==> src/rtl/cache_arbiter_pkg.sv <==
// rtl/cache_arbiter_pkg.sv - shared LC-3b line/word types and arbiter state encoding
package cache_arbiter_pkg;

    typedef logic [15:0]  lc3b_word;
    typedef logic [127:0] lc3b_datbus;

    typedef enum logic [1:0] {
        IDLE    = 2'd0,
        SERVE_I = 2'd1,
        SERVE_D = 2'd2
    } lc3b_arb_state;

endpackage

==> src/rtl/cache_arbiter.sv <==
// rtl/cache_arbiter.sv - arbitrates the physical-memory line port between I-cache and D-cache
// D-side has priority; a starvation counter forces an I grant after STARVE_LIMIT D grants.
module cache_arbiter
    import cache_arbiter_pkg::*;
#(
    parameter int STARVE_LIMIT = 4
) (
    input  logic       clk,
    input  logic       rst_n,
    input  logic       i_read,
    input  lc3b_word   i_address,
    output lc3b_datbus i_rdata,
    output logic       i_resp,
    input  logic       d_read,
    input  logic       d_write,
    input  lc3b_word   d_address,
    input  lc3b_datbus d_wdata,
    output lc3b_datbus d_rdata,
    output logic       d_resp,
    output logic       pmem_read,
    output logic       pmem_write,
    output lc3b_word   pmem_address,
    output lc3b_datbus pmem_wdata,
    input  lc3b_datbus pmem_rdata,
    input  logic       pmem_resp,
    output logic       arb_busy
);

    localparam int CW = $clog2(STARVE_LIMIT + 1);
    localparam logic [CW-1:0] STARVE_MAX = CW'(STARVE_LIMIT);

    lc3b_arb_state  state_q, state_d;
    logic [CW-1:0]  starve_cnt_q, starve_cnt_d;
    logic           pmem_read_q, pmem_read_d;
    logic           pmem_write_q, pmem_write_d;
    lc3b_word       pmem_address_q, pmem_address_d;
    lc3b_datbus     pmem_wdata_q, pmem_wdata_d;

    logic d_req;
    logic grant_d;
    logic grant_i;

    assign d_req   = d_read | d_write;
    // Once the counter saturates, a waiting I request wins over D.
    assign grant_d = d_req & ~(i_read & (starve_cnt_q == STARVE_MAX));
    assign grant_i = i_read & ~grant_d;

    always_comb begin
        state_d        = state_q;
        starve_cnt_d   = starve_cnt_q;
        pmem_read_d    = pmem_read_q;
        pmem_write_d   = pmem_write_q;
        pmem_address_d = pmem_address_q;
        pmem_wdata_d   = pmem_wdata_q;

        case (state_q)
            IDLE: begin
                if (grant_d) begin
                    state_d        = SERVE_D;
                    pmem_write_d   = d_write;
                    pmem_read_d    = ~d_write;
                    pmem_address_d = d_address;
                    pmem_wdata_d   = d_wdata;
                    if (!i_read) begin
                        starve_cnt_d = '0;
                    end else if (starve_cnt_q != STARVE_MAX) begin
                        starve_cnt_d = starve_cnt_q + 1'b1;
                    end
                end else if (grant_i) begin
                    state_d        = SERVE_I;
                    pmem_read_d    = 1'b1;
                    pmem_write_d   = 1'b0;
                    pmem_address_d = i_address;
                    starve_cnt_d   = '0;
                end
            end
            SERVE_I, SERVE_D: begin
                if (pmem_resp) begin
                    state_d      = IDLE;
                    pmem_read_d  = 1'b0;
                    pmem_write_d = 1'b0;
                end
            end
            default: begin
                state_d      = IDLE;
                pmem_read_d  = 1'b0;
                pmem_write_d = 1'b0;
            end
        endcase
    end

    always_ff @(posedge clk or negedge rst_n) begin
        if (!rst_n) begin
            state_q        <= IDLE;
            starve_cnt_q   <= '0;
            pmem_read_q    <= 1'b0;
            pmem_write_q   <= 1'b0;
            pmem_address_q <= '0;
            pmem_wdata_q   <= '0;
        end else begin
            state_q        <= state_d;
            starve_cnt_q   <= starve_cnt_d;
            pmem_read_q    <= pmem_read_d;
            pmem_write_q   <= pmem_write_d;
            pmem_address_q <= pmem_address_d;
            pmem_wdata_q   <= pmem_wdata_d;
        end
    end

    // Response is routed combinationally so the owner sees it in the same cycle as pmem_resp.
    assign i_resp       = (state_q == SERVE_I) & pmem_resp;
    assign d_resp       = (state_q == SERVE_D) & pmem_resp;
    assign i_rdata      = pmem_rdata;
    assign d_rdata      = pmem_rdata;
    assign pmem_read    = pmem_read_q;
    assign pmem_write   = pmem_write_q;
    assign pmem_address = pmem_address_q;
    assign pmem_wdata   = pmem_wdata_q;
    assign arb_busy     = (state_q != IDLE);

endmodule

==> config.mk <==
export PLATFORM = sky130hd
export DESIGN_NAME = cache_arbiter
export DESIGN_NICKNAME = d
export VERILOG_FILES = /design/src/rtl/cache_arbiter_pkg.sv /design/src/rtl/cache_arbiter.sv
export SDC_FILE = /design/constraint.sdc
export NUM_CORES = 1
export LEC_CHECK = 0
export CAP_MARGIN = 20
export CORE_AREA = 2 2 270 272
export CTS_CLUSTER_SIZE = 8
export DETAILED_ROUTE_END_ITERATION = 6
export DIE_AREA = 0 0 272 274
export DONT_BUFFER_PORTS = 1
export PLACE_DENSITY = 0.3
export SYNTH_ARGS = -nofsm -noshare
export SYNTH_HDL_FRONTEND = slang
export SYNTH_SLANG_ARGS = --single-unit
==> constraint.sdc <==
create_clock -name clk -period 4.4 [get_ports clk]
set_input_delay 0.66 -clock clk [delete_from_list [all_inputs] [get_ports clk]]
set_output_delay 0.66 -clock clk [all_outputs]
set_load 0.005 [all_outputs]
==> results of run 1 <==
## worst max-delay path by stage
| stage | slack (ns) | to | startpoint | cells after the start |
|---|---|---|---|---|
| 2_1_floorplan | 2.35 | pmem_wdata[29] | i_read | 7 |
| 3_3_place_gp | 1.98 | pmem_wdata[21] | i_read | 4 |
| 3_5_place_dp | 1.94 | pmem_wdata[127] | i_read | 4 |
| 4_1_cts | 1.93 | pmem_wdata[127] | starve_cnt_q[0] | 6 |
| 5_1_grt | 1.80 | pmem_wdata[106] | starve_cnt_q[0] | 6 |
| 6_report | 1.91 | pmem_wdata[106] | starve_cnt_q[0] | 6 |
## synthesized netlist by cell type (2+ instances only)
cell type  number  share of area (%)
a21oi_1        16                1.0
a22o_1          3               0.33
a31oi_1        16                1.3
a32o_1          2               0.25
and2_1          3               0.24
buf_2           6               0.38
buf_4         265                 25
clkbuf_1        7               0.33
dfrtp_1       151                 48
ha_1            5               0.80
inv_1           5               0.24
mux2_1         76                 11
mux2_2         52                7.4
nand2_1         3               0.14
nor2_1         18               0.86
o21ai_0        18                1.1
## layout by cell type, fill, tap and decap left out, drive strengths merged, types with 2 or more instances in the layout
cell type | synthesis | layout
o21ai | 18 | 18
inv | 5 | 8
ha | 5 | 5
clkbuf | 8 | 19
clkinv | 0 | 5
and2 | 3 | 3
clkinvlp | 0 | 3
dfrtp | 151 | 151
mux2 | 128 | 128
a21oi | 16 | 16
a22o | 3 | 3
a31oi | 16 | 16
o31ai | 2 | 2
diode | 0 | 5
buf | 272 | 5
nor2 | 18 | 18
bufinv | 0 | 2
a32o | 2 | 2
nand2 | 3 | 3
## report_power, final
group	switching, uW	internal (uW)
sequential	717	2110
clock	688	842
combinational	680	731
## area by class of cell
| class | instances | area share (%) |
|---|---|---|
| multi-input cells | 223 | 26.2 |
| repair buffers | 5 | 0.913 |
| flip-flops and latches | 151 | 49.3 |
| diodes | 5 | 0.163 |
| clock buffers | 19 | 5.64 |
| clock inverters | 13 | 1.92 |
| inverters | 5 | 0.245 |
| well taps | 959 | 15.6 |
## timing repair
item / 4_1_cts / 5_1_grt
setup buffers: 0 / 0
gates resized for setup: 0 / 0
endpoints found under the hold margin: 151 / 0
hold buffers: 1 / 0
## logic make-up after synthesis
group,after synthesis,synth area share (%)
muxes,128,18.3
AOI/OAI and AO/OA,59,4.50
DFF,151,48.1
buffers and inverters,285,26.4
adders and majority gates,5,0.796
and+or+nand+nor,31,1.94
## sequential cells by signal (all words and copies together) (netlist names)
signal and cells:
pmem_wdata 128, starve_cnt_q 3, pmem_write 1, state_q 2
pmem_address 16, pmem_read 1
## through the flow
stage          setup slack (ns)  std cells
2_1_floorplan              2.35        659
3_3_place_gp               1.98       1342
3_5_place_dp               1.94       1342
4_1_cts                    1.93       1375
5_1_grt                    1.80       1379
6_report                   1.91       1380
## metal layers
metal  share of wire [%]  global-route usage (%)  vias up
met3                  17                    6.13      147
li1                    -                       -     1444
met2                  44                    10.4      394
met5                0.31                       0        -
met1                  33                    6.61     1731
met4                 5.6                    5.02       14
==> flow_metrics.env, run 1 <==
export IMPL_grt_overflow=0
export IMPL_holdWs_ns=0.175
export IMPL_drtAntennaViolNets=0
export IMPL_cts_htree_levels=4
export IMPL_ys_flop_type="dfrtp_1"
export IMPL_antenna_found_initial=25
export IMPL_startpoint_type="register"
export IMPL_areaGrowthSynthToFinish_pct=-2.43
export IMPL_yosysUniqueCellTypes=29
export IMPL_clock_sinks=151
export IMPL_path_buf_inv=2
export IMPL_wl_mm=27.2
export IMPL_fin_util_pct=10.7
export IMPL_insertion_delay_ns=0.47
export IMPL_r2r_end="pmem_wdata[106]"
export IMPL_port_buffer_count=0
export IMPL_synth_seq_cells=151
export IMPL_clk_pin_slew_ns=0.07
export IMPL_end_kind="register"
export IMPL_critPathArrivalTime_ns=2.84
export IMPL_syn_area_per_cell_um2=11.9
export IMPL_seq_area_frac_synth_pct=48.1
export IMPL_drtIter0Drc=89
export IMPL_die_y_um=274
export IMPL_multi_input_area_um2=2010
export IMPL_fin_skew_ns=0.0131
export IMPL_synth_edf_count=0
export IMPL_yosys_warnings=0
export IMPL_drtPass1Iterations=4
export IMPL_path_delay_family="simple AND/OR/NAND/NOR gates"
export IMPL_slew_violations=0
export IMPL_p_leak_uw=0.00280
export IMPL_nets=702
export IMPL_critPathKind="reg -> reg"
export IMPL_fp_row_count=99
export IMPL_place_gp_congestion=0.687
export IMPL_critPathMaxFanout=97
export IMPL_required_ns=4.75
export IMPL_r2r_start="starve_cnt_q[0]"
export IMPL_grt_first_pass_wirelength_mm=35.5
export IMPL_post_route_period_util_pct=56.6
export IMPL_maxCapViolCount=0
export IMPL_cts_root_buf="clkbuf_16"
export IMPL_cts_buffer_depth=2
export IMPL_r2r_setup_slack_ns=1.91
export IMPL_dieArea_um2=74500
export IMPL_worst_path_max_delay_cell="and3_1"
export IMPL_drive_gt1_share_pct=21.9
export IMPL_max_freq_ghz=0.402
export IMPL_synthArstFlopShare_pct=100
export IMPL_worstRegToRegCells=6
export IMPL_finalSetupTns_ns=0
export IMPL_routedWlPerCell_um=19.7
export IMPL_post_dp_hpwl_mm=20.5
export IMPL_tightest_slew_ns=0.905
export IMPL_power_density_nw_per_um2=751
export IMPL_drc=0
export IMPL_irDropWorstVdd_uv=270
export IMPL_n_fill_cell=8176
export IMPL_cts_tree="yes"
export IMPL_start_util_pct=10.9
export IMPL_vias_per_cell=2.70
export IMPL_design_area_um2=7670
export IMPL_status="finished clean"
export IMPL_timing_slew_headroom_pct=39.7
export IMPL_period_needed_ns=2.49
export IMPL_dieWidth_um=272
export IMPL_cts_buffers=17
export IMPL_finalSetupViolations=0
export IMPL_crit_chain="inv_1 > ha_1 > and3_1 > nor3_4 > buf_12 > mux2_2"
export IMPL_via_count=3730
export IMPL_coreArea_um2=72000
export IMPL_rsz0062_at_grt="no"
export IMPL_hp_class="in -> async"
export IMPL_power_uw=5760
export IMPL_synth_area_um2=7860
export IMPL_seqCellArea_um2=3780
export IMPL_grt_start_max_net_pins=152
export IMPL_syn_inst=659
export IMPL_max_stage_delay_ns=0.42
export IMPL_hold_viol=0
export IMPL_first_global_vias=3988
export IMPL_grt_util_all_layers_pct=7.16
export IMPL_placed_area_um2=7050
export IMPL_syn_nets=958
export IMPL_io_pin_count=699
Power figures use the tool's default switching activity.
==> run 2: changes to the inputs <==
--- a/config.mk
+++ b/config.mk
@@ -6,10 +6,10 @@
 export NUM_CORES = 1
 export LEC_CHECK = 0
 export CAP_MARGIN = 20
-export CORE_AREA = 2 2 270 272
+export CORE_AREA = 2 2 273 275
 export CTS_CLUSTER_SIZE = 8
 export DETAILED_ROUTE_END_ITERATION = 6
-export DIE_AREA = 0 0 272 274
+export DIE_AREA = 0 0 275 277
 export DONT_BUFFER_PORTS = 1
 export PLACE_DENSITY = 0.3
 export SYNTH_ARGS = -nofsm -noshare
==> constraint.sdc (replaced) <==
create_clock -name clk -period 2.6 [get_ports clk]
set_input_delay 0.39 -clock clk [delete_from_list [all_inputs] [get_ports clk]]
set_output_delay 0.39 -clock clk [all_outputs]
set_load 0.005 [all_outputs]
==> run 2 against run 1 <==
  * The run now ends with hold timing left
  * Clock skew rose by 0.0027 ns
  * Sequential power rose by 67%
  * Critical path depth up 1
  * Die area increased by 2.2%
  * Critical endpoint is now pmem_wdata[98]
  * Largest power group unchanged
==> flow_metrics.env, run 2 (same netlist as run 1, synthesis figures left out) <==
export IMPL_status="complete, but fails checks"
export IMPL_failed_checks="hold timing"
export IMPL_critPathArrivalTime_ns=2.54
export IMPL_ctsHoldBuffers=9
export IMPL_end_kind="register"
export IMPL_finalSetupViolations=0
export IMPL_drtPass1Iterations=4
export IMPL_clock_sinks=151
export IMPL_stdcell_count=1401
export IMPL_tightest_slew_ns=0.501
export IMPL_fin_skew_ns=0.0158
export IMPL_period_needed_ns=2.19
export IMPL_cts_repair_resized=0
export IMPL_worstRegToRegCells=7
export IMPL_critPathKind="reg -> reg"
export IMPL_start_util_pct=10.7
export IMPL_cts_buffers=17
export IMPL_dp_cells=1360
export IMPL_cts_setup_buffers=0
export IMPL_rsz0062_at_grt="no"
export IMPL_cts_htree_levels=4
export IMPL_maxCapViolCount=0
export IMPL_dieArea_um2=76200
export IMPL_slew_violations=0
export IMPL_power_density_nw_per_um2=1260
export IMPL_grt_overflow=0
export IMPL_irDropWorstVdd_uv=401
export IMPL_r2r_end="pmem_wdata[98]"
export IMPL_fp_row_count=100
export IMPL_wl_mm=25.9
export IMPL_p_leak_uw=0.00288
export IMPL_n_fill_cell=8422
export IMPL_post_route_period_util_pct=84.4
export IMPL_crit_chain="inv_1 > ha_1 > inv_1 > nor3_4 > buf_12 > buf_12 > mux2_1"
export IMPL_worst_path_max_delay_cell="dfrtp_1"
export IMPL_seqCellArea_um2=3780
export IMPL_r2r_setup_slack_ns=0.41
export IMPL_required_ns=2.95
export IMPL_startpoint_type="register"
export IMPL_first_global_vias=4244
export IMPL_max_freq_ghz=0.456
export IMPL_hp_class="in -> async"
export IMPL_routedWlPerCell_um=18.5
export IMPL_largest_reg_flops=128
export IMPL_final_cell_mix="dfrtp_1 (151), mux2_1 (76), mux2_2 (52), nor2_1 (18), o21ai_0 (18)"
export IMPL_place_gp_congestion=0.695
export IMPL_critPathMaxFanout=36
export IMPL_finalSetupTns_ns=0
export IMPL_io_pin_count=699
export IMPL_drive_gt1_share_pct=22.3
export IMPL_clk_pin_slew_ns=0.07
export IMPL_drtAntennaViolNets=0
export IMPL_final_common_cell="dfrtp_1"
export IMPL_die_y_um=277
export IMPL_cts_root_buf="clkbuf_16"
export IMPL_grt_start_max_net_pins=152
export IMPL_coreArea_um2=73600
export IMPL_multi_input_area_um2=2010
export IMPL_holdWs_ns=-0.376
export IMPL_grt_first_pass_wirelength_mm=35.4
export IMPL_port_buffer_count=0
export IMPL_insertion_delay_ns=0.46
export IMPL_drtIter0Drc=161
export IMPL_post_dp_hpwl_mm=19.3
export IMPL_timing_slew_headroom_pct=66.3
export IMPL_r2r_start="state_q[0]"
export IMPL_vias_per_cell=2.67
export IMPL_cts_buffer_depth=2
export IMPL_cts_tree="yes"
export IMPL_power_uw=9860
export IMPL_via_count=3736
export IMPL_areaGrowthSynthToFinish_pct=-0.318
export IMPL_hold_viol=151
export IMPL_max_stage_delay_ns=0.40
export IMPL_dieWidth_um=275
export IMPL_drc=0
export IMPL_grt_util_all_layers_pct=6.80
export IMPL_nets=718
export IMPL_antenna_found_initial=16
[run 2: cell count changes in the layout (fill, tap and decap cells not counted)]
cell | previous run | this run
buf_16 | 1 | 0
diode_2 | 5 | 2
clkbuf_8 | 0 | 4
clkinv_4 | 3 | 0
inv_6 | 2 | 1
clkinvlp_4 | 3 | 2
dlygate4sd3_1 | 0 | 9
buf_12 | 1 | 4
inv_8 | 1 | 0
buf_4 | 3 | 8
[run 2: layer usage]
layer  track usage [%]  share of wire (%)  up-vias  wire length (um)
li1                  -                  -     1459                 -
met1              5.72                 29     1737              7490
met2              9.93                 45      332             11500
met3              5.62                 18      182              4580
met4              6.00                8.0       26              2070
met5              1.09                1.0        -               259
[run 2: through the flow]
| stage | util (%) | hold WS (ns) | worst slack [ns] | area [um2] |
|---|---|---|---|---|
| after global placement | 9.73 | 0.0994 | 0.405 | 7160 |
| final | 10.7 | -0.376 | 0.406 | 7840 |
| after detailed placement | 9.73 | 0.0982 | 0.369 | 7160 |
| after CTS | 10.6 | -0.446 | 0.372 | 7830 |
| after floorplan | - | 0.0944 | 0.744 | 7860 |
| after global routing | 10.7 | -0.424 | 0.283 | 7840 |
[run 2: report_power, final]
part	switching [uW]	total [uW]	internal [uW]	leakage (uW)
sequential	1140	4710	3570	0.00177
clock	1120	2630	1510	0.000282
combinational	1150	2520	1370	0.000835
total	3420	9860	6440	0.00288
[run 2: worst max-delay path by stage]
stage	slack, ns	to	from
floorplan	0.74	pmem_wdata[29]	starve_cnt_q[0]
global placement	0.41	pmem_wdata[116]	state_q[0]
detailed placement	0.37	pmem_wdata[98]	state_q[0]
CTS	0.37	pmem_wdata[116]	state_q[0]
global route	0.28	pmem_wdata[75]	state_q[0]
finish	0.41	pmem_wdata[98]	state_q[0]
[run 2: cell type report]
class                      instances  area share [%]
tap                              969            15.5
sequential                       151            48.2
antenna                            2          0.0639
inverter                           5           0.239
multi-input combinational        223            25.7
clock buffer                      23            6.23
timing repair buffer              21            2.94
clock inverter                     7            1.20
[run 2: worst max-delay path, delay by kind of cell (launching register included)]
kind	cells	cell delay, ns
flip-flops	1	0.40
buffers and inverters	4	0.73
AND/OR/NAND/NOR	1	0.32
multiplexers	1	0.35
adder cells (fa/ha/maj)	1	0.23
==> run 3: changes to the inputs <==
==> constraint.sdc (replaced) <==
create_clock -name clk -period 2.05 [get_ports clk]
set_input_delay 0.3075 -clock clk [delete_from_list [all_inputs] [get_ports clk]]
set_output_delay 0.3075 -clock clk [all_outputs]
set_load 0.005 [all_outputs]
==> run 3 against run 2 <==
  * The flow still finishes with violations (hold timing)
  * Clock skew increased by 0.0033 ns
  * Cell area increased by 23%
  * Register-to-register slack got worse by 0.32 ns
  * Critical endpoint is now pmem_wdata[24]
  * Non-clock buffer count increased by 159
  * Via count increased by 18%
  * Fmax increased by 12%
==> flow_metrics.env, run 3 (same netlist as run 1, synthesis figures left out) <==
export IMPL_status="complete, but fails checks"
export IMPL_failed_checks="hold timing"
export IMPL_startpoint_type="register"
export IMPL_max_stage_delay_ns=0.37
export IMPL_drive_gt1_share_pct=21.2
export IMPL_dieArea_um2=76200
export IMPL_grt_first_pass_wirelength_mm=36.3
export IMPL_end_kind="register"
export IMPL_via_count=4406
export IMPL_die_y_um=277
export IMPL_r2r_start="starve_cnt_q[0]"
export IMPL_critPathKind="reg -> reg"
export IMPL_final_common_cell="dfrtp_1"
export IMPL_drtPass1Iterations=6
export IMPL_irDropWorstVdd_uv=452
export IMPL_power_density_nw_per_um2=1440
export IMPL_dieWidth_um=275
export IMPL_critPathMaxFanout=6
export IMPL_largest_reg_flops=128
export IMPL_finalSetupViolations=0
export IMPL_grt_start_max_net_pins=152
export IMPL_drtAntennaViolNets=0
export IMPL_finalSetupTns_ns=0
export IMPL_grt_util_all_layers_pct=6.84
export IMPL_hold_viol=151
export IMPL_cts_buffer_depth=2
export IMPL_fin_util_pct=13.1
export IMPL_fp_row_count=100
export IMPL_tightest_slew_ns=0.516
export IMPL_cts_htree_levels=4
export IMPL_post_route_period_util_pct=96.0
export IMPL_maxCapViolCount=0
export IMPL_clk_pin_slew_ns=0.08
export IMPL_final_cell_mix="dfrtp_1 (151), dlygate4sd3_1 (146), mux2_1 (76), mux2_2 (52), clkbuf_16 (24)"
export IMPL_critPathArrivalTime_ns=2.31
export IMPL_rsz0062_at_grt="no"
export IMPL_grt_overflow=0
export IMPL_timing_slew_headroom_pct=65.3
export IMPL_vias_per_cell=2.81
export IMPL_crit_path_start="starve_cnt_q[0]"
export IMPL_required_ns=2.39
export IMPL_period_needed_ns=1.97
export IMPL_io_pin_count=699
export IMPL_slew_violations=0
export IMPL_clock_sinks=151
export IMPL_p_leak_uw=0.00366
export IMPL_fin_skew_ns=0.0191
export IMPL_areaGrowthSynthToFinish_pct=22.9
export IMPL_n_fill_cell=8294
export IMPL_max_freq_ghz=0.508
export IMPL_insertion_delay_ns=0.46
export IMPL_post_dp_hpwl_mm=19.4
export IMPL_port_buffer_count=0
export IMPL_cts_tree="yes"
export IMPL_first_global_vias=4914
export IMPL_wl_mm=27.7
export IMPL_worst_path_max_delay_cell="dfrtp_1"
export IMPL_antenna_found_initial=14
export IMPL_cts_root_buf="clkbuf_16"
export IMPL_place_gp_congestion=0.680
export IMPL_crit_chain="inv_2 > ha_2 > and3_4 > nor3_4 > buf_12 > buf_16 > clkbuf_16 > mux2_2"
export IMPL_start_util_pct=10.7
export IMPL_cts_buffers=17
export IMPL_drtIter0Drc=135
export IMPL_nets=877
export IMPL_coreArea_um2=73600
export IMPL_drc=0
export IMPL_routedWlPerCell_um=17.7
export IMPL_ctsHoldBuffers=146
export IMPL_holdWs_ns=-0.467
export IMPL_hp_class="in -> async"
==> run 3: cell type report <==
type	count	area, um2	area share [%]
Antenna cell	6	15.0	0.155
Sequential cell	151	3780	39.1
Timing Repair Buffer	180	1990	20.6
Tap cell	969	1210	12.5
Clock inverter	13	183	1.89
Inverter	5	18.8	0.194
Clock buffer	19	443	4.58
Multi-Input combinational cell	223	2020	20.9
==> run 3: routing by layer <==
layer  up-vias  part of all wire [%]  GRT usage [%]
met3       161                    14           4.87
li1       1794                     -              -
met5         -                  0.67           1.09
met1      2118                    33           6.39
met2       317                    45           10.1
met4        16                   6.9           5.34
==> run 3: repair_timing <==
action	4_1_cts	5_1_grt
endpoints found under the hold margin	299	151
endpoints found under the setup margin	0	109
resized for setup	0	9
buffers inserted	0	8
==> run 3: path summary, 6_finish.rpt <==
| path | to | slack [ns] | cells after the start |
|---|---|---|---|
| setup / recovery | pmem_wdata[24] | 0.08 | 8 |
| min in group clk | pmem_address[2] | 0.07 | 2 |
| setup reg to reg | pmem_wdata[24] | 0.08 | 8 |
| max in group asynchronous | pmem_wdata[58] | 2.26 | 0 |
| hold reg to reg | pmem_wdata[32] | 0.52 | 1 |
| hold / removal | pmem_address[14] | -0.47 | 0 |
==> run 3: worst max-delay path: cells and delay by family, from the launching register on <==
family	cells	cell delay (ns)
flops	1	0.37
mux	1	0.33
simple gates	2	0.40
buf+inv	4	0.53
fa+ha+maj	1	0.18
==> run 3: where the power goes <==
part	internal (uW)	total [uW]	switching, uW
logic	2620	4450	1830
clock network	1990	3540	1540
registers	4520	5930	1410
==> run 3: per-stage QoR <==
stage	total power [uW]	setup slack, ns	instance area, um2	std cells
after floorplan	8370	0.194	7860	659
after global placement	9470	0.112	7240	1365
after detailed placement	9510	0.0507	7240	1365
after CTS	13500	0.0457	9320	1543
after global routing	14900	0.00313	9660	1564
final	13900	0.0823	9660	1566
